==> config.mk <==
export PLATFORM = sky130hd
export DESIGN_NAME = spi_master_write
export DESIGN_NICKNAME = d
export VERILOG_FILES = /design/src/rtl/spi_master_write.sv
export SDC_FILE = /design/constraint.sdc
export NUM_CORES = 1
export LEC_CHECK = 0
export CORE_MARGIN = 1
export CORE_UTILIZATION = 30
export DETAILED_ROUTE_END_ITERATION = 8
export PLACE_DENSITY = 0.56
export SYNTH_ARGS = -nofsm -noshare
export SYNTH_HDL_FRONTEND = slang
export SYNTH_SLANG_ARGS = --single-unit
==> constraint.sdc <==
create_clock -name clk -period 13.3 [get_ports clk]
set_clock_uncertainty 0.2 [all_clocks]
set_input_delay 3.325 -clock clk [delete_from_list [all_inputs] [get_ports clk]]
set_output_delay 3.325 -clock clk [all_outputs]
set_load 0.01 [all_outputs]
==> src/rtl/spi_master_write.sv <==
// SPI master issuing one framed transaction: an address byte {wr, adr} followed by an NBIT
// data word, MSB first, sclk idle low; read frames shift miso into rdata during the data field.
module spi_master_write #(
    parameter int NBIT     = 32,
    parameter int NBIT_ADR = 8,
    parameter int DIV      = 5,
    parameter int CS_SETUP = 10,
    parameter int GAP      = 1,
    parameter int CS_HOLD  = 10
) (
    input  logic                clk,
    input  logic                rstb,
    input  logic                start,
    input  logic                wr,
    input  logic [NBIT_ADR-2:0] adr,
    input  logic [NBIT-1:0]     wdata,
    output logic                busy,
    output logic                done,
    output logic [NBIT-1:0]     rdata,
    output logic                sclk,
    output logic                mosi,
    output logic                cs,
    input  logic                miso
);

    localparam int DW    = $clog2(2 * DIV);
    localparam int BMAX  = (NBIT > NBIT_ADR) ? NBIT : NBIT_ADR;
    localparam int BW    = $clog2(BMAX + 1);
    localparam int PMAX0 = (CS_SETUP > GAP) ? CS_SETUP : GAP;
    localparam int PMAX  = (PMAX0 > CS_HOLD) ? PMAX0 : CS_HOLD;
    localparam int PW    = (PMAX > 1) ? $clog2(PMAX) : 1;

    localparam logic [DW-1:0] DIV_LAST   = DW'(2 * DIV - 1);
    localparam logic [DW-1:0] DIV_HALF   = DW'(DIV);
    localparam logic [BW-1:0] ADR_LAST   = BW'(NBIT_ADR - 1);
    localparam logic [BW-1:0] DAT_LAST   = BW'(NBIT - 1);
    localparam logic [PW-1:0] SETUP_LAST = PW'(CS_SETUP - 1);
    localparam logic [PW-1:0] GAP_LAST   = PW'(GAP - 1);
    localparam logic [PW-1:0] HOLD_LAST  = PW'(CS_HOLD - 1);

    typedef enum logic [2:0] {
        S_IDLE,
        S_SETUP,
        S_ADR,
        S_GAP,
        S_DATA,
        S_HOLD
    } state_t;

    state_t                state_q, state_d;
    logic [DW-1:0]         div_q, div_d;
    logic [BW-1:0]         bit_q, bit_d;
    logic [PW-1:0]         ph_q, ph_d;
    logic                  wr_q, wr_d;
    logic [NBIT-1:0]       rdata_q, rdata_d;
    logic                  sclk_q, sclk_d;
    logic                  mosi_q, mosi_d;
    logic                  cs_q, cs_d;
    logic                  busy_q, busy_d;
    logic                  done_q, done_d;
    logic [NBIT_ADR-1:0]   adr_sr_q, adr_sr_d;
    logic [NBIT-1:0]       dat_sr_q, dat_sr_d;
    logic [NBIT-1:0]       rx_q, rx_d;

    always_comb begin
        state_d  = state_q;
        div_d    = div_q;
        bit_d    = bit_q;
        ph_d     = ph_q;
        wr_d     = wr_q;
        rdata_d  = rdata_q;
        adr_sr_d = adr_sr_q;
        dat_sr_d = dat_sr_q;
        rx_d     = rx_q;

        case (state_q)
            S_IDLE: begin
                if (start) begin
                    adr_sr_d = {wr, adr};
                    dat_sr_d = wdata;
                    wr_d     = wr;
                    div_d    = '0;
                    bit_d    = '0;
                    ph_d     = '0;
                    state_d  = (CS_SETUP > 0) ? S_SETUP : S_ADR;
                end
            end
            S_SETUP: begin
                if (ph_q == SETUP_LAST) begin
                    ph_d    = '0;
                    state_d = S_ADR;
                end else begin
                    ph_d = ph_q + PW'(1);
                end
            end
            S_ADR: begin
                if (div_q == DIV_LAST) begin
                    div_d    = '0;
                    adr_sr_d = {adr_sr_q[NBIT_ADR-2:0], 1'b0};
                    if (bit_q == ADR_LAST) begin
                        bit_d   = '0;
                        state_d = (GAP > 0) ? S_GAP : S_DATA;
                    end else begin
                        bit_d = bit_q + BW'(1);
                    end
                end else begin
                    div_d = div_q + DW'(1);
                end
            end
            S_GAP: begin
                if (ph_q == GAP_LAST) begin
                    ph_d    = '0;
                    state_d = S_DATA;
                end else begin
                    ph_d = ph_q + PW'(1);
                end
            end
            S_DATA: begin
                if (div_q == DIV_LAST) begin
                    div_d    = '0;
                    dat_sr_d = {dat_sr_q[NBIT-2:0], 1'b0};
                    if (bit_q == DAT_LAST) begin
                        bit_d   = '0;
                        state_d = (CS_HOLD > 0) ? S_HOLD : S_IDLE;
                    end else begin
                        bit_d = bit_q + BW'(1);
                    end
                end else begin
                    div_d = div_q + DW'(1);
                end
            end
            S_HOLD: begin
                if (ph_q == HOLD_LAST) begin
                    ph_d    = '0;
                    state_d = S_IDLE;
                end else begin
                    ph_d = ph_q + PW'(1);
                end
            end
            default: state_d = S_IDLE;
        endcase

        // Pin registers are loaded from the next state so the pins line up with the phase they belong to.
        sclk_d = ((state_d == S_ADR) || (state_d == S_DATA)) && (div_d >= DIV_HALF);
        case (state_d)
            S_ADR:   mosi_d = adr_sr_d[NBIT_ADR-1];
            S_GAP:   mosi_d = mosi_q;
            S_DATA:  mosi_d = wr_d & dat_sr_d[NBIT-1];
            default: mosi_d = 1'b1;
        endcase
        cs_d   = (state_d == S_IDLE);
        busy_d = (state_d != S_IDLE);
        done_d = (state_q != S_IDLE) && (state_d == S_IDLE);

        // miso is taken on the same edge that registers the sclk rise, i.e. where the slave samples mosi.
        if ((state_d == S_DATA) && sclk_d && !sclk_q) begin
            rx_d = {rx_q[NBIT-2:0], miso};
        end
        if (done_d && !wr_q) begin
            rdata_d = rx_q;
        end
    end

    always_ff @(posedge clk or negedge rstb) begin
        if (!rstb) begin
            state_q <= S_IDLE;
            div_q   <= '0;
            bit_q   <= '0;
            ph_q    <= '0;
            wr_q    <= 1'b0;
            rdata_q <= '0;
            sclk_q  <= 1'b0;
            mosi_q  <= 1'b1;
            cs_q    <= 1'b1;
            busy_q  <= 1'b0;
            done_q  <= 1'b0;
        end else begin
            state_q <= state_d;
            div_q   <= div_d;
            bit_q   <= bit_d;
            ph_q    <= ph_d;
            wr_q    <= wr_d;
            rdata_q <= rdata_d;
            sclk_q  <= sclk_d;
            mosi_q  <= mosi_d;
            cs_q    <= cs_d;
            busy_q  <= busy_d;
            done_q  <= done_d;
        end
    end

    always_ff @(posedge clk) begin
        adr_sr_q <= adr_sr_d;
        dat_sr_q <= dat_sr_d;
        rx_q     <= rx_d;
    end

    assign busy  = busy_q;
    assign done  = done_q;
    assign rdata = rdata_q;
    assign sclk  = sclk_q;
    assign mosi  = mosi_q;
    assign cs    = cs_q;

endmodule

# Word-level counts from Yosys, hierarchy flattened

Cells that the tools add are included.

$add $sub $neg: 3
Magnitude comparators: 1
Equal/unequal tests: 15
Multiplexer cells: 31
Bitwise logic cells: 1
Reduce and logical (&&, ||, !) cells: 23

Operator list:

| operator                                            | number |
|---|---|
| two-way mux 32 bit                                  | 2 |
| one-hot mux 32 bit (2 select lines)                 | 1 |
| two-way mux 6 bit                                   | 5 |
| two-way mux 3 bit                                   | 8 |
| two-way mux 4 bit                                   | 5 |
| one-hot mux 3 bit (6 select lines)                  | 1 |
| one-hot mux 6 bit (3 select lines)                  | 1 |
| two-way mux 8 bit                                   | 2 |
| one-hot mux 8 bit (2 select lines)                  | 1 |
| == test 3 x 2 -> 1 bit, second input constant       | 4 |
| one-hot mux 4 bit (3 select lines)                  | 1 |
| nonzero test 3 bit                                  | 4 |
| == test 3 bit, second input constant                | 3 |
| adder 4 x 1 -> 4 bit, second input constant         | 2 |
| == test 4 bit, second input constant                | 2 |
| one-hot mux 4 bit (2 select lines)                  | 1 |
| adder 6 x 1 -> 6 bit, second input constant         | 1 |
| == test 6 x 3 -> 1 bit, second input constant       | 1 |
| == test 6 x 5 -> 1 bit, second input constant       | 1 |
| zero test 3 bit                                     | 2 |
| inequality test 2 bit, second input constant        | 3 |
| AND reduction 3 bit                                 | 2 |
| logical AND 1 bit                                   | 5 |
| >= comparator 4 x 3 -> 1 bit, second input constant | 1 |
| other kinds (11)                                    | 15 |

Bits in registers: 127
Input bits: 44
Word-level logic and storage cells: 90

# Depth between registers and ports, before layout

Depth after elaboration: 9
Mapped depth: 9

# Worst setup path after synthesis

Ideal clock, no wire load.

Path type: input to register
Start point: in start
End point: reg rx_q[0] (enable)
Library setup time: 0.461 ns
Arrival time: 6.546 ns
Required time: 12.639 ns
Path slack: 6.093 ns
Stages: 5
Path buffers: 1
Cell sequence: nor4b_1 or4_1 buf_2 nand2b_1 nor3_1

Cells in the longest elaborated chain, start to end: 7
Elaborated cells between the ends (all ways): 11
Classes of those cells: order compare: 1; eq/ne: 2; mux: 4; reduce/logical: 4

RTL lines:

| item                                                           | RTL line | source |
|---|---|---|
| from (decl)                                                    | 13       | `input logic start,` |
| two-way mux 3 bit *                                            | 78       | `if (start) begin` |
| one-hot mux 3 bit (6 select lines) *                           | 76       | `case (state_q)` |
| net state_d[0]                                                 | 50       | `state_t state_q, state_d;` |
| == test 3 x 2 -> 1 bit / == test 3 bit (equally long branches) | 144, 156 |  |
| logical OR 1 bit                                               | 144      | `sclk_d = ((state_d == S_ADR) \|\| (state_d == S_DATA)) && (div_d >= DIV_HALF);` |
| logical AND 1 bit                                              | 144      |  |
| logical AND 1 bit * (2 in a row)                               | 156      | `if ((state_d == S_DATA) && sclk_d && !sclk_q) begin` |
| to (signal assigned)                                           | 195      | `rx_q <= rx_d;` |
| to (decl)                                                      | 63       | `logic [NBIT-1:0] rx_q, rx_d;` |

The timed path passes the listed nets; every way through them passes the cells marked *.
A chain may end at the register's enable or synchronous reset.

# Final worst setup path

Start point: in start
End point: reg rdata_q[31], in the netlist rdata[31]

Cells in the longest elaborated chain, start to end: 5

RTL lines:

| item                               | RTL line | source |
|---|---|---|
| two-way mux 3 bit                  | 78       |  |
| one-hot mux 3 bit (6 select lines) | 76       |  |
| zero test 3 bit                    | 153      | `done_d = (state_q != S_IDLE) && (state_d == S_IDLE);` |
| logical AND 1 bit                  | 153      |  |
| logical AND 1 bit                  | 159      | `if (done_d && !wr_q) begin` |
| to (signal assigned)               | 183      | `rdata_q <= rdata_d;` |
| to (decl)                          | 55       | `logic [NBIT-1:0] rdata_q, rdata_d;` |

Every way passes these cells.

==> impl_metrics.tcl <==
set metrics [dict create \
    status "completed" \
    synthArstFlopShare 0.433 \
    numCtsBuffers 17 \
    grt_max_degree 56 \
    finalSetupTns_ns 0 \
    cts_setup_buffers 0 \
    cap_viol_max_count 0 \
    period_share 0.471 \
    antenna_found_initial 0 \
    hold_viol 0 \
    cellPowerDensity_nw_per_um2 219 \
    ctsHoldBuffers 0 \
    whs_ns 0.252 \
    hold_path.class "reg -> reg" \
    cts.sinks 127 \
    dieArea_um2 18000 \
    track_usage 0.124 \
    cts_root_buf "clkbuf_16" \
    required_ns 13.40 \
    hpwl_um 6740 \
    met2_usage 0.182 \
    drtIter0Drc 164 \
    cts_tree "built" \
    ctsResizeCount 0 \
    yosysTopAreaCellShare 0.400 \
    synth_area_um2 5250 \
    fin_nets 470 \
    grt_use_met1 0.163 \
    end_kind "flip-flop" \
    drc_errors 0 \
    avgSynthCellArea_um2 15.9 \
    cp-start-kind "primary input" \
    insertedDiodeCount 0 \
    io_pins 81 \
    overflow 0 \
    path_clk_slew_ns 0.06 \
    place_congestion 0.772 \
    grt_util_met3 0.0420 \
    synth-seq-cells 127 \
    synth.area.top_cells "edfxtp_1, dfrtp_1, mux2_4, a22o_1, ha_1" \
    grt_pass1_vias 3137 \
    post_drt_wl_per_cell_um 15.6 \
    syn_inst 331 \
    synth_top_area_cell "edfxtp_1" \
    htreeDepth 4 \
    synth.most_common_cell "edfxtp_1" \
    worst_pin_slew_ns 1.13 \
    initial_core_util 0.306 \
    p_leak_nw 2.62 \
    viasPerCell 4.73 \
    r2r_cells 6 \
    clk-insertion-delay-late_ns 0.41 \
    cp.arrival_ns 6.36 \
    fin_ws_ns 7.03 \
    placeableCoreArea_um2 17200 \
    yosysSeqAreaShare 0.670 \
    area_growth_syn_to_layout_pct 32.4 \
    ant_nets 0 \
    io_buffers 80 \
    busiest_layer "met2" \
    wl_um 10200 \
    min_path_cells 0 \
    rsz0062_at_grt "no" \
    clock.fmax_ghz 0.160 \
    p_total_w 0.00152 \
    critical_path_class "in -> reg" \
    slew_viol_final 0 \
    num_rows 48 \
    synth_common_cells "edfxtp_1, dfrtp_1, a22o_1, mux2_4, nand2_1" \
    slew-limit-headroom 0.243 \
    synth_ff_type "edfxtp_1" \
    die_h_um 134 \
    drive_gt1_frac 0.187 \
    synth_edf_count 70 \
    grt_pass1_wl_um 16800 \
    num_vias 3110 \
    synth_cell_types 54 \
    yosys_warnings 0 \
    first_pass_iters 6 \
    clk_path_buf_depth 2 \
    fin_crit_ns 6.27 \
    setup_viol 0 \
    crit_fanout 44 \
    dp_slack_ns 6.61 \
    die_w_um 134 \
    ir_drop_mv 0.0991 \
    synthesis.nets 381 \
]
[report_power, final]
part,switching [W],internal (W)
combinational,0.000168,0.000256
clock,0.000161,0.000356
sequential,0.0000666,0.000517
[flip-flops by register name, summed over array words and instances (netlist names), 3 cells and up]
signal    cells
rx_q         32
dat_sr_q     32
adr_sr_q      8
ph_q          4
state_q       3
rdata        32
div_q         4
bit_q         6
[metrics by stage]
stage,utilization,instances,instance area (um2)
floorplan,-,331,5250
global placement,0.366,626,6290
detailed placement,0.366,626,6290
CTS,0.405,658,6960
global route,0.405,658,6960
finish,0.405,658,6960
[cell families after synthesis]
kind of cell             count (synthesis)  share of synthesized area
flip-flops                             127                      0.670
multiplexers                            39                      0.104
AO/OA/AOI/OAI                           69                      0.111
adder cells (fa/ha/maj)                  6                     0.0143
XOR/XNOR                                 6                     0.0100
buffers and inverters                   22                     0.0217
AND/OR/NAND/NOR                         62                     0.0681
[layout by cell type, fill, tap and decap left out, types with 3 or more instances in the layout]
| cell type | n |
|---|---|
| nor3_1 | 5 |
| and2_1 | 4 |
| mux2_4 | 30 |
| nand3_1 | 6 |
| mux2_2 | 5 |
| nand3b_1 | 3 |
| dfrtp_1 | 53 |
| clkbuf_1 | 3 |
| nor2_1 | 9 |
| a21oi_1 | 3 |
| ha_1 | 6 |
| clkbuf_16 | 17 |
| nand2b_1 | 3 |
| clkdlybuf4s50_1 | 79 |
| bufinv_16 | 6 |
| o21ai_0 | 6 |
| mux2i_1 | 4 |
| buf_4 | 5 |
| edfxtp_1 | 70 |
| nand2_1 | 11 |
| a22o_1 | 40 |
| xnor2_1 | 4 |
| inv_1 | 7 |
[worst max-delay path, stage by stage]
cell             delay [ns]
clkdlybuf4s50_1        0.49
nor4b_2                0.20
buf_4                  0.29
or4_1                  0.72
a2111oi_4              0.35
buf_4                  0.53
mux2_2                 0.40
[cell type report]
cell class                 instances  area (um2)
clock inverter                    11         211
tap                              225         282
fill                            1613       10200
clock buffer                      21         450
timing repair buffer              85         833
sequential                       127        3520
inverter                           7        26.3
multi-input combinational        182        1630
[routing by layer]
metal  vias up  wire length [um]
li1       1459                 -
met1      1522              4660
met2       110              4700
met3        19               690
met4         0               202
met5         -                 0
[worst paths after layout]
| path | start | end | slack, ns |
|---|---|---|---|
| worst max-delay path | start | rdata[31] | 7.03 |
| worst min-delay path | rx_q[6] | rx_q[7] | 0.25 |
| worst max register to register | state_q[2] | rdata[31] | 9.79 |
| worst min register to register | rx_q[6] | rx_q[7] | 0.25 |
| max in group asynchronous | rstb | rdata[11] | 9.56 |
| min in group asynchronous | rstb | rdata[18] | 2.84 |
(Power assumes the default switching activity.)
